==> src/rtl/key_debounce_pkg.sv <==
// Shared constants for the two-key debouncer: system clock, debounce window, output codes.
// Latency: n/a (constants and a width helper only).
// Backpressure: n/a.
package key_debounce_pkg;

   // System clock frequency and debounce window; DB_CYCLES is derived from these.
   localparam int SYS_FRQ = 50_000_000;
   localparam int DB_MS   = 20;

   localparam int DB_CYCLES_DEF = SYS_FRQ / 1000 * DB_MS;

   // Encodings of the key_out bus as seen by the UART transmitter.
   localparam logic [1:0] KEY_OUT_NONE = 2'b00;
   localparam logic [1:0] KEY_OUT_K0   = 2'b01;
   localparam logic [1:0] KEY_OUT_K1   = 2'b10;

   // Stability counter width.  It only has to reach cycles-1, and it is kept
   // at least 1 bit wide so tiny windows still elaborate.
   function automatic int cnt_width(input int cycles);
      int w;
      w = $clog2(cycles);
      if (w < 1) begin
         w = 1;
      end
      return w;
   endfunction

endpackage

==> src/rtl/key_filter.sv <==
// Single-key conditioner: 2-flop synchroniser, bounce-rejecting FSM, one-cycle press strobe.
// Latency: press is high in the cycle after edge DB_CYCLES+2 from a falling key_raw.
// Backpressure: none; press is a fire-and-forget strobe.
//
// Ports:
//   clk      system clock
//   rst      synchronous active-high reset
//   key_raw  raw asynchronous button, active-low
//   press    registered single-cycle strobe on each accepted press
module key_filter
   import key_debounce_pkg::*;
#(
   parameter int DB_CYCLES = DB_CYCLES_DEF,
   parameter int CNT_W     = cnt_width(DB_CYCLES)
) (
   input  logic clk,
   input  logic rst,
   input  logic key_raw,
   output logic press
);

   localparam logic [1:0] IDLE       = 2'd0;
   localparam logic [1:0] PRESS_WAIT = 2'd1;
   localparam logic [1:0] DOWN       = 2'd2;
   localparam logic [1:0] REL_WAIT   = 2'd3;

   localparam logic [CNT_W-1:0] CNT_LAST = CNT_W'(DB_CYCLES - 1);
   localparam logic [CNT_W-1:0] CNT_ONE  = CNT_W'(1);

   logic [1:0]       sync;
   logic             key_s;
   logic [1:0]       state;
   logic [1:0]       state_nxt;
   logic [CNT_W-1:0] cnt;
   logic [CNT_W-1:0] cnt_nxt;
   logic             press_nxt;
   logic             cnt_done;

   assign key_s    = sync[1];
   assign cnt_done = (cnt == CNT_LAST);

   // State register together with synchroniser, counter and strobe flops.
   // Synchroniser resets to 1 so a held key after reset is seen as a fresh
   // falling level and has to be qualified over a full window again.
   always_ff @(posedge clk) begin
      if (rst) begin
         sync  <= 2'b11;
         state <= IDLE;
         cnt   <= '0;
         press <= 1'b0;
      end else begin
         sync  <= {sync[0], key_raw};
         state <= state_nxt;
         cnt   <= cnt_nxt;
         press <= press_nxt;
      end
   end

   // Next-state logic.
   always_comb begin
      state_nxt = state;
      case (state)
         IDLE: begin
            if (!key_s) begin
               state_nxt = PRESS_WAIT;
            end
         end
         PRESS_WAIT: begin
            if (key_s) begin
               state_nxt = IDLE;
            end else if (cnt_done) begin
               state_nxt = DOWN;
            end
         end
         DOWN: begin
            if (key_s) begin
               state_nxt = REL_WAIT;
            end
         end
         REL_WAIT: begin
            if (!key_s) begin
               state_nxt = DOWN;
            end else if (cnt_done) begin
               state_nxt = IDLE;
            end
         end
         default: begin
            state_nxt = IDLE;
         end
      endcase
   end

   // Counter and strobe.  The counter is cleared on entry to either wait
   // state and exits at CNT_LAST, so it never wraps.  Release is silent.
   always_comb begin
      cnt_nxt   = cnt;
      press_nxt = 1'b0;
      case (state)
         IDLE: begin
            if (!key_s) begin
               cnt_nxt = '0;
            end
         end
         PRESS_WAIT: begin
            if (!key_s) begin
               if (cnt_done) begin
                  press_nxt = 1'b1;
               end else begin
                  cnt_nxt = cnt + CNT_ONE;
               end
            end
         end
         DOWN: begin
            if (key_s) begin
               cnt_nxt = '0;
            end
         end
         REL_WAIT: begin
            if (key_s && !cnt_done) begin
               cnt_nxt = cnt + CNT_ONE;
            end
         end
         default: begin
            cnt_nxt = '0;
         end
      endcase
   end

endmodule

==> src/rtl/key_debounce.sv <==
// Two-key debouncer feeding the UART transmitter: one registered pulse per clean press, one-hot.
// Latency: key_out high in the cycle after edge DB_CYCLES+3; a deferred key-1 pulse one cycle later.
// Backpressure: none; a key-1 press colliding with key 0 is parked in pend1 and never dropped.
//
// Ports:
//   clk      system clock (SYS_FRQ)
//   rst      synchronous active-high reset
//   key_in   raw asynchronous buttons, active-low
//   key_out  registered press pulses, active-high, at most one bit set per cycle
module key_debounce
   import key_debounce_pkg::*;
#(
   parameter int DB_CYCLES = DB_CYCLES_DEF,
   parameter int CNT_W     = cnt_width(DB_CYCLES)
) (
   input  logic       clk,
   input  logic       rst,
   input  logic [1:0] key_in,
   output logic [1:0] key_out
);

   logic [1:0] press;
   logic       pend1;
   logic       pend1_nxt;
   logic [1:0] out_nxt;
   logic       want1;

   key_filter #(
      .DB_CYCLES (DB_CYCLES),
      .CNT_W     (CNT_W)
   ) u_key0 (
      .clk     (clk),
      .rst     (rst),
      .key_raw (key_in[0]),
      .press   (press[0])
   );

   key_filter #(
      .DB_CYCLES (DB_CYCLES),
      .CNT_W     (CNT_W)
   ) u_key1 (
      .clk     (clk),
      .rst     (rst),
      .key_raw (key_in[1]),
      .press   (press[1])
   );

   // Key 0 wins any collision; key 1 then waits in pend1 until the next free
   // cycle.  Two key-1 presses cannot both be outstanding because same-key
   // pulses are at least 2*DB_CYCLES+2 cycles apart.
   always_comb begin
      want1     = press[1] | pend1;
      out_nxt   = KEY_OUT_NONE;
      pend1_nxt = 1'b0;
      if (press[0]) begin
         out_nxt   = KEY_OUT_K0;
         pend1_nxt = want1;
      end else if (want1) begin
         out_nxt   = KEY_OUT_K1;
      end
   end

   always_ff @(posedge clk) begin
      if (rst) begin
         key_out <= KEY_OUT_NONE;
         pend1   <= 1'b0;
      end else begin
         key_out <= out_nxt;
         pend1   <= pend1_nxt;
      end
   end

endmodule

==> config.mk <==
export PLATFORM = sky130hd
export DESIGN_NAME = key_debounce
export DESIGN_NICKNAME = d
export VERILOG_FILES = /design/src/rtl/key_debounce_pkg.sv /design/src/rtl/key_filter.sv /design/src/rtl/key_debounce.sv
export SDC_FILE = /design/constraint.sdc
export NUM_CORES = 1
export LEC_CHECK = 0
export CAP_MARGIN = 10
export CELL_PAD_IN_SITES_DETAIL_PLACEMENT = 1
export CELL_PAD_IN_SITES_GLOBAL_PLACEMENT = 2
export CORE_AREA = 5 5 84 86
export CTS_BUF_LIST = sky130_fd_sc_hd__clkbuf_16
export DETAILED_ROUTE_END_ITERATION = 8
export DIE_AREA = 0 0 89 91
export DONT_BUFFER_PORTS = 1
export GPL_ROUTABILITY_DRIVEN = 0
export PLACE_DENSITY_LB_ADDON = 0.05
export SLEW_MARGIN = 20
export SYNTH_ARGS = -nofsm -noshare
export SYNTH_HDL_FRONTEND = slang
export SYNTH_SLANG_ARGS = --single-unit
==> constraint.sdc <==
create_clock -name clk -period 2.2 [get_ports clk]
set_input_delay 0.22 -clock clk [delete_from_list [all_inputs] [get_ports clk]]
set_output_delay 0.22 -clock clk [all_outputs]
set_load 0.01 [all_outputs]
# [Word-level counts from Yosys, hierarchy flattened]
# Index checks and enable logic that the tools add are counted.
[totals] elab_cells=83 memories=0 mem_bits_ro=0 latchBits=0 regBits=53 ram_bits=0
[classes] addsub=2 div=0 n_mux=30 order_cmp=0 mul=0 n_bitwise=4 n_reduce_logical=14 shifts=0 n_eq_ne=22
[ops] cell="2-to-1 mux 20 bit" n=10
[ops] cell="case mux 20 bit (4 select lines)" n=2
[ops] cell="adder 20 x 1 -> 20 bit (second input constant)" n=2
[ops] cell="equality test 20 bit (second input constant)" n=2
[ops] cell="2-to-1 mux 2 bit" n=13
[ops] cell="case mux 2 bit (4 select lines)" n=2
[ops] cell="!= test 2 bit (second input constant)" n=6
[ops] cell="AND reduction 5 bit" n=2
[ops] cell="equality test 2 bit (second input constant)" n=4
[ops] cell="!= test 2 x 1 -> 1 bit (second input constant)" n=4
[ops] cell="AND reduction 4 bit" n=2
[ops] cell="!= test 3 x 1 -> 1 bit (second input constant)" n=2
[ops] cell="!= test 3 bit (second input constant)" n=2
[ops] cell="OR reduction 3 bit" n=2
[ops] cell="equality test 2 x 1 -> 1 bit (second input constant)" n=2
[ops] cell="zero test 2 bit" n=2
[ops] cell="OR reduction 2 bit" n=2
[ops] cell="2-to-1 mux 1 bit" n=3
[ops] cell="NOT 1 bit" n=3
[ops] cell="logical AND 1 bit" n=2
[ops] cell="zero test 1 bit" n=2
[ops] cell="OR 1 bit" n=1

# [Logic depth before layout (Yosys ltp)]
[depth] ltp_word=5 depth_mapped=7 ltp_nobuf=6

# [Hierarchy]
# A second synthesis with hierarchy kept.
[hier_totals] hier_cells=301 hier_area_um2=2726.4
[modules_own_cells] mod="key_filter" cells_per_inst=147 n_inst=2 area_each_um2=1315.0
[modules_own_cells] mod="key_debounce" cells_per_inst=7 n_inst=1 area_each_um2=96.3

# [Worst setup path after synthesis]
# Ideal clock, no wire load.
[synth_path] path_kind="reg2reg" startpoint="reg u_key1.cnt[0]" endpoint="reg u_key1.cnt[5]" setup_ns=0.115 required_time_ns=2.085 synth_period_minus_slack_ns=1.806 path_buffers=1 slack_ns=0.394 t_arrival_ns=1.692 path_stages_with_launch=8 cell_sequence="dfxtp_1 ha_1 inv_1 or4_4 o21ai_2 buf_6 nor4_1 o21a_1"
[synth_between] elab_chain_len=5 elab_cells_between_ends=11 classes_between="add/sub (1); eq/ne (3); mux (4); reduce/logical (3)"
[synth_lines] element="start, declared" line="key_filter.sv:34" text="logic [CNT_W-1:0] cnt;"
[synth_lines] element="start signal, assigned" line="key_filter.sv:54" text="cnt <= cnt_nxt;"
[synth_lines] element="parallel branches: the longest is 5 deep, another holds adder 20 x 1 -> 20 bit"
# Several ways; the timed one is not identified. The select of a mux whose other input is x is not followed.
# A chain may end at the register's enable or synchronous reset.

# [Final worst setup path]
[layout_path] startpoint="reg u_key1.cnt[0]" endpoint="reg u_key1.cnt[3]"
# The elaborated chain is that of the path after synthesis.

==> results.json <==
{
  "status": "complete, no violations",
  "slowest_stage": "or4_2",
  "synth_top_family_by_area": "simple AND/OR/NAND/NOR gates",
  "coreArea_um2": 6200,
  "synthTopCellsByCount": "dfxtp_1 (53), nor2_1 (31), xor2_1 (19)",
  "viasPerCell": 5.38,
  "wl_per_cell_um": 14.5,
  "synth_area_leader_cell": "dfxtp_1",
  "synth_compound_area_frac": 0.0938,
  "min_path_type": "in -> reg",
  "rsz0062_at_grt": "no",
  "critPathCaptureType": "flop",
  "synthAdderAreaFrac": 0.0107,
  "power_density_nw_per_um2": 674,
  "async_flop_share": 0,
  "firstDrtPassIters": 4,
  "route.detailed.drc": 0,
  "fin_util": 0.424,
  "whs_ns": 0.0365,
  "grt_max_degree": 16,
  "relSlewSlack": 0.481,
  "cts_made_buffers": 5,
  "critical_path.startpoint_type": "flop",
  "fin_crit_ns": 1.92,
  "setup_viol": 0,
  "avgSynthCellArea_um2": 9.12,
  "reg2reg_setup_slack_ns": 0.28,
  "syn_nets": 262,
  "drtAntennaViolNets": 0,
  "post_cts.repair.setup_buffers": 0,
  "fmax_mhz": 520,
  "yosysMostFrequentCell": "dfxtp_1",
  "finalPower_mw": 1.77,
  "synthFlopType": "dfxtp_1",
  "worstMarginPinSlew_ns": 0.777,
  "clock_tree.buffer_depth": 2,
  "ys_warn_count": 0,
  "fin_setup_tns_ns": 0,
  "crit_chain": "ha_1 -> inv_1 -> or4_4 -> o21ai_2 -> buf_4 -> or4_2 -> nand2_1",
  "synthCells": 256,
  "synth-seq-cells": 53,
  "start_util": 0.376,
  "synth.distinct_cells": 43,
  "clock-root-buffer": "clkbuf_16",
  "synthMuxAreaShare": 0.00429,
  "crit_buf_inv": 2,
  "yosysSeqAreaShare": 0.455,
  "first_global_vias": 1862,
  "drive_gt1_frac": 0.115,
  "cp_data_required_time_ns": 2.43,
  "die_w_um": 89,
  "clock_latency_ns": 0.29,
  "period_share": 0.875,
  "antenna_found_initial": 0,
  "synthXorXnorAreaFrac": 0.105,
  "fin_nets": 275,
  "netlist.area_leader.share": 0.455,
  "skew_ns": 0.00558,
  "clkSinkCount": 53,
  "wl_um": 5040,
  "maxCapViolations": 0,
  "antennaDiodeCount": 0,
  "dpl.hpwl_um": 3600,
  "syn2layout_area_growth_pct": 12.8,
  "grt_usage": 0.133,
  "slew_viol_final": 0,
  "grt_first_pass_wirelength_um": 8710,
  "hold_buffers": 1,
  "crit_fanout": 13,
  "netlist_area_um2": 2330,
  "cts_tree": "built",
  "placed_area_um2": 2470,
  "slowest_delay_ns": 0.65,
  "die_area_um2": 8100,
  "finalHoldViolCount": 0,
  "synthSimpleGateAreaFrac": 0.314,
  "postLayoutCellArea_um2": 2630,
  "cp_data_arrival_time_ns": 2.16,
  "die_y_um": 91,
  "clk_pin_slew_worst_paths_ns": 0.07,
  "cts_resized": 0,
  "std_cell_rows": 29,
  "vias": 1868,
  "pin_count": 6,
  "crit_type": "reg -> reg",
  "drtIter0Drc": 65,
  "synth-edff-count": 0,
  "peakVddDrop_mv": 0.411,
  "gr-total-overflow": 0,
  "cp_top_family": "simple AND/OR/NAND/NOR gates",
  "portBuffers": 0,
  "htreeDepth": 2,
  "netlist_top_cells_area": "dfxtp_1 (45%), xor2_1 (7.1%), nor2_1 (5.0%), nand3_1 (3.9%), xnor2_1 (3.4%)",
  "power_leakage_nw": 0.895
}
routing by layer:
| metal | global-route usage | up-vias | routed length (um) | share of wire |
|---|---|---|---|---|
| met1 | 0.165 | 899 | 2350 | 0.47 |
| met2 | 0.231 | 7 | 2580 | 0.51 |
| met5 | 0 | - | 0 | 0 |
| met4 | 0.0372 | 0 | 38 | 0.0075 |
| li1 | - | 958 | - | - |
| met3 | 0.0271 | 4 | 71 | 0.014 |
worst paths after layout:
kind | from | to | cells after the start
setup / recovery | u_key1.cnt[0]$_SDFFE_PP0P_ | u_key1.cnt[3]$_SDFFE_PP0P_ | 7
hold reg to reg | u_key1.sync[0]$_SDFF_PP1_ | u_key1.sync[1]$_SDFF_PP1_ | 1
hold / removal | rst | u_key1.sync[1]$_SDFF_PP1_ | 1
setup reg to reg | u_key1.cnt[0]$_SDFFE_PP0P_ | u_key1.cnt[3]$_SDFFE_PP0P_ | 7
cells by family (layout without fill, tap and decap cells):
group                      count (synthesis)  after routing
and+or+nand+nor                          130            130
DFF                                       53             53
AOI/OAI and AO/OA                         33             33
xor gates and xnor gates                  28             28
buffers and inverters                      9             23
adders and majority gates                  2              2
muxes                                      1              1
flip-flops by register name, indices dropped and copies added (netlist names), named ones only:
signal / cells
key_out: 2
pend1: 1
u_key0.cnt: 20
u_key0.press: 1
u_key0.state: 1
u_key0.sync: 2
u_key1.cnt: 20
u_key1.press: 1
u_key1.state: 1
u_key1.sync: 2
final cells by class:
type / count / area [um^2]
Tap cell: 77 / 96.3
Clock buffer: 5 / 125
Inverter: 4 / 15.0
Clock inverter: 3 / 15.0
Multi-Input combinational cell: 194 / 1230
Sequential cell: 53 / 1060
Timing Repair Buffer: 11 / 87.6
Fill cell: 741 / 3570
layout by cell type (no fill, tap or decap), types with 8 or more instances in the layout:
cell type  instances
dfxtp_1           53
nor2_1            31
xor2_1            19
nand3_1           18
nand2_1           15
nand4_1           11
xnor2_1            9
nor3_1             9
buf_4              9
a21oi_1            8
where the power goes:
part | internal [mW] | total, mW | leakage, nW | switching, mW
registers | 0.964 | 0.969 | 0.428 | 0.00441
logic | 0.0171 | 0.0474 | 0.394 | 0.0303
clock network | 0.414 | 0.758 | 0.0724 | 0.343
per-stage QoR:
stage	instances	worst slack (ns)
2_1_floorplan	256	0.394
3_3_place_gp	337	0.330
3_5_place_dp	337	0.284
4_1_cts	346	0.272
5_1_grt	347	0.173
6_report	347	0.276
Note: power is estimated with default switching activity, not from simulation.
==> edit 1: new RTL, same flow settings <==
Set the package constant `DB_MS` to 10 (it was 20).
--- a/src/rtl/key_debounce_pkg.sv
+++ b/src/rtl/key_debounce_pkg.sv
@@ -7,3 +7,3 @@
    localparam int SYS_FRQ = 50_000_000;
-   localparam int DB_MS   = 20;
+   localparam int DB_MS   = 10;
 
Function: same outputs for any inputs over 10 cycles, from zero or initial values and one cycle with rst high; that may be too few to reach the edited logic, so the function may still have changed.
==> edit 1 against the unedited design <==
Sequential share of layout area down 2.1 points; design area is 1.6% higher; area after synthesis grew 0.48%; global-route usage rose by 1.3 points; critical endpoint is now u_key0.cnt[13]$_SDFFE_PP0P_; critical path depth is 2 lower; wire length grew 12%; power down 3.3%; clock power shrank 2%; utilization increased by 0.67 points; worst setup slack worse by 0.11 ns; sequential cell count fell by 2.
==> edit 1: results (changes against the unedited design) <==
Run status
  – Status: finished clean (unchanged)

Layout
  – Post-route insts no fill: 358 (was 347)
  – Fill count: 755 (was 741)
  – Number of nets in the layout: 286 (was 275)
  – Share of layout cells above drive strength 1: 11.0% (was 11.5%)
  – Regs by FF count: u_key0.cnt (19), u_key1.cnt (19) (was u_key0.cnt (20), u_key1.cnt (20))

Setup path
  – Crit path arrival time: 2.24 ns (was 2.16 ns)
  – Critical path peak fanout: 6 (was 13)
  – R2r setup slk: 0.17 ns (was 0.28 ns)
  – Worst R2R Path Depth: 5 (was 7)
  – Reg-to-Reg Start: u_key0.cnt[5]$_SDFFE_PP0P_ (was u_key1.cnt[0]$_SDFFE_PP0P_)
  – CP peak stage delay: 0.54 ns (was 0.65 ns)
  – Slowest CP cell: or4_1 (was or4_2)

Power
  – LEAKAGE: 0.863 nW (was 0.895 nW)
  – IR drop worst, VDD: 0.360 mV (was 0.411 mV)

Logic synthesis
  – Mean Syn Cell Area: 8.85 um^2 (was 9.12 um^2)
  – Synth Net Count: 271 (was 262)
  – Top cells by count, synth: dfxtp_1, nor2_1, nand2_1, nand3_1, xnor2_1 (was dfxtp_1, nor2_1, xor2_1, nand3_1, nand2_1)
  – Synth top area cells: dfxtp_1, xnor2_1, nor2_1 (was dfxtp_1, xor2_1, nor2_1)
  – Cell variety after synth: 46 (was 43)

Place
  – HPWL Detailed: 4040 um (was 3600 um)
  – Placed cell count: 348 (was 337)

Route
  – Met3 WL: 73 um (was 71 um)
  – Initial DRC count: 47 (was 65)
  – Post-DR wirelength/cell: 15.8 um (was 14.5 um)
  – DR pass1 iterations: 2 (was 4)
  – Drt via density: 5.51 (was 5.38)
  – Wl on met1: 2760 um (was 2350 um)

Global route
  – Total track usage: 14.6% (was 13.3%)
  – First-pass GRT wire length: 9580 um (was 8710 um)
  – Number of global-route vias before repair: 1989 (was 1862)

Timing
  – Hold_ws: 0.0155 ns (was 0.0365 ns)
  – Slew headroom: 53.0% (was 48.1%)
  – Clock Skew: 0.00242 ns (was 0.00558 ns)
  – Final min period: 2.03 ns (was 1.92 ns)

Clock tree
  – CTS max path bufs: 2 (unchanged)
edit 1: changes by cell type after synthesis, moves of 4 or more:
cell	unedited run	this run
o211ai_1	4	0
xnor2_1	9	14
inv_1	4	8
or4_2	4	0
nand3_1	18	14
a2111oi_0	0	4
xor2_1	19	9
edit 1: where the power goes:
| group | switching [mW] | internal [mW] |
|---|---|---|
| clock | 0.326 | 0.414 |
| combinational | 0.0291 | 0.0148 |
| sequential | 0.00336 | 0.927 |
| total | 0.358 | 1.36 |
edit 1: through the flow:
| step | util (%) | total power, mW |
|---|---|---|
| 3_5_place_dp | 40.5 | 0.990 |
| 5_1_grt | 43.1 | 1.79 |
| 6_report | 43.1 | 1.71 |
| 3_3_place_gp | 40.5 | 0.990 |
| 4_1_cts | 42.9 | 1.74 |
| 2_1_floorplan | - | 0.984 |
edit 1: layer usage:
metal / global-route usage [%] / vias up
li1: - / 996
met1: 19.3 / 961
met2: 24.8 / 8
met3: 2.26 / 6
met4: 3.47 / 0
met5: 0 / -
edit 1: what timing repair did:
item,4_1_cts,5_1_grt
endpoints found under the hold margin,4,6
hold buffers,1,1
setup buffers,0,0
edit 1: cells by family (layout without fill, tap and decap cells):
logic type      Yosys count  count (layout)  share of synthesized area, %
mux                       4               4                          1.71
xor+xnor                 23              23                          8.59
buf+inv                  16              32                          2.72
flops                    51              51                          43.5
fa+ha+maj                 2               2                          1.07
simple gates            126             126                          29.9
compound gates           43              43                          12.4
edit 1: layout make-up:
cell class                      instances  area share [%]
Inverter                                8            1.12
Timing Repair Buffer                   16            4.68
Tap cell                               77            3.60
Clock inverter                          3           0.562
Clock buffer                            5            4.68
Sequential cell                        51            38.2
Multi-Input combinational cell        198            47.1
==> edit 2: new RTL, same flow settings <==
Made on the original files. Remove the register `key_out`: a continuous assignment takes its place, so the output `key_out` follows one clock earlier. Comments in the files are not updated.
--- a/src/rtl/key_debounce.sv
+++ b/src/rtl/key_debounce.sv
@@ -64,6 +64,4 @@
       if (rst) begin
-         key_out <= KEY_OUT_NONE;
          pend1   <= 1'b0;
       end else begin
-         key_out <= out_nxt;
          pend1   <= pend1_nxt;
@@ -72,2 +70,4 @@
 
+   assign key_out = out_nxt;
+
 endmodule
Behaviour: same outputs for any inputs over 10 cycles, from zero or initial values and one cycle with rst high; that may be too few to reach the edited logic, so the function may still have changed.
==> edit 2 against the unedited design <==
Largest cell class unchanged; wire length is 12% higher; area after synthesis is 4.2% higher; worst setup slack worse by 0.11 ns; global-route usage is 2.3 points higher; sequential share of layout area is 3.0 points lower; sequential cell count is 2 lower; non-clock buffer count is 3 lower; clock power is 32% higher; power is 11% higher; cell count is 5.2% higher; fmax is 5.5% lower; design area is 3.9% higher.
==> edit 2: results (changes against the unedited design) <==
Timing
  – Hold_ws: 0.0312 ns (was 0.0365 ns)
  – Clock Skew: 0.00525 ns (was 0.00558 ns)
  – Slew headroom: 58.2% (was 48.1%)

Worst hold path
  – Hold Startpoint: key_in[0] (was rst)
  – Min-Delay Endpoint: u_key0.sync[0]$_SDFF_PP1_ (was u_key1.sync[1]$_SDFF_PP1_)
  – Min-Delay Path Depth: 1 (unchanged)

Setup path
  – CP peak stage delay: 0.52 ns (was 0.65 ns)
  – Critical path peak fanout: 18 (was 13)
  – Crit path arrival time: 2.25 ns (was 2.16 ns)
  – R2r setup slk: 0.16 ns (was 0.28 ns)
  – CP Class: reg -> reg (unchanged)
  – RR Endpoint: u_key1.cnt[17]$_SDFFE_PP0P_ (was u_key1.cnt[3]$_SDFFE_PP0P_)
  – Slowest CP cell: or4_1 (was or4_2)

Logic synthesis
  – Cell variety after synth: 45 (was 43)
  – Register area share after synthesis: 42.0% (was 45.5%)
  – Async set-or-reset flop fraction in the synthesized netlist: 0% (unchanged)
  – Synth top area cells: dfxtp_1, a21oi_1, or4_1 (was dfxtp_1, xor2_1, nor2_1)
  – Synth Net Count: 287 (was 262)
  – Top cells by count, synth: dfxtp_1, nor2_1, nand2_1, a21oi_1, nand3_1 (was dfxtp_1, nor2_1, xor2_1, nand3_1, nand2_1)

Layout
  – Share of layout cells above drive strength 1: 10.4% (was 11.5%)
  – Number of nets in the layout: 293 (was 275)
  – Antenna cells: 0 (unchanged)
  – Fill count: 743 (was 741)

Power
  – LEAKAGE: 0.856 nW (was 0.895 nW)
  – Sw Share: 19.3% (was 21.3%)
  – IR drop worst, VDD: 0.532 mV (was 0.411 mV)

Route
  – Initial DRC count: 68 (was 65)
  – Drt via density: 5.58 (was 5.38)
  – Post-DR wirelength/cell: 15.5 um (was 14.5 um)
  – DR pass1 iterations: 4 (unchanged)

Global route
  – Total track usage: 15.7% (was 13.3%)
  – Number of global-route vias before repair: 2106 (was 1862)
  – GRT met1 Usage: 22.7% (was 16.5%)
  – Global routing usage on met2: 23.6% (was 23.1%)
  – Pin count of the biggest net entering global routing: 19 (was 16)
  – First-pass GRT wire length: 10100 um (was 8710 um)
  – GRT met3 Usage: 3.26% (was 2.71%)

Clock tree
  – Worst-path clk slew: 0.07 ns (about the same)
  – Root Buffer: clkbuf_16 (unchanged)
  – CTS Buf Count: 5 (unchanged)

Place
  – Placed inst area: 2530 um^2 (was 2470 um^2)
  – Port Buffer Count: 0 (unchanged)
  – HPWL Detailed: 4020 um (was 3600 um)

Run status
  – Status: finished clean (unchanged)
## edit 2: changes by cell type in the layout (fill, tap and decap cells not counted), moves of 7 or more
cell	before	now
nor3_1	9	1
xor2_1	19	8
a21oi_1	8	23
o31ai_1	1	9
nand2_1	15	25
or4_1	0	14
or3_1	7	14
## edit 2: final cells by class
class	instances	area share, %
multi-input cells	217	49.2
flip-flops and latches	51	37.3
clock buffers	5	4.58
well taps	77	3.52
clock inverters	3	2.47
repair buffers	8	2.29
inverters	4	0.549
## edit 2: kinds of logic after synthesis
logic type | count (synthesis) | share of synthesized area, %
and+or+nand+nor | 141 | 33.4
AOI/OAI and AO/OA | 56 | 14.0
DFF | 51 | 42.0
xor gates and xnor gates | 17 | 6.43
buffers and inverters | 13 | 2.67
adders and majority gates | 2 | 1.03
muxes | 1 | 0.412
## edit 2: per-stage QoR
stage          instances  utilization, %  total power, mW  setup slack, ns  TNS (ns)
6_report             365            44.1             1.98            0.165         0
5_1_grt              365            44.1             2.05         -0.00207  -0.00207
4_1_cts              365            44.1             2.01            0.155         0
3_5_place_dp         356            40.8            0.997            0.202         0
3_3_place_gp         356            40.8            0.996            0.272         0
2_1_floorplan        281               -            0.987            0.313         0
## edit 2: power by group through the flow
stage	logic, mW	clock network [mW]	registers [mW]
3_3_place_gp	0.0436	0	0.953
6_report	0.0473	0.997	0.931
3_5_place_dp	0.0442	0	0.953
5_1_grt	0.0537	1.07	0.932
2_1_floorplan	0.0348	0	0.952
4_1_cts	0.0484	1.03	0.931
## edit 2: routing by layer
metal / vias to the layer above / part of all wire, %
met5: - / 0
met4: 0 / 1.0
met3: 5 / 2.0
met2: 11 / 44
met1: 966 / 53
li1: 1053 / -
## edit 2: repair_timing
item	4_1_cts	5_1_grt
hold endpoints to repair	9	0
hold buffers	1	0
endpoints found under the setup margin	0	1
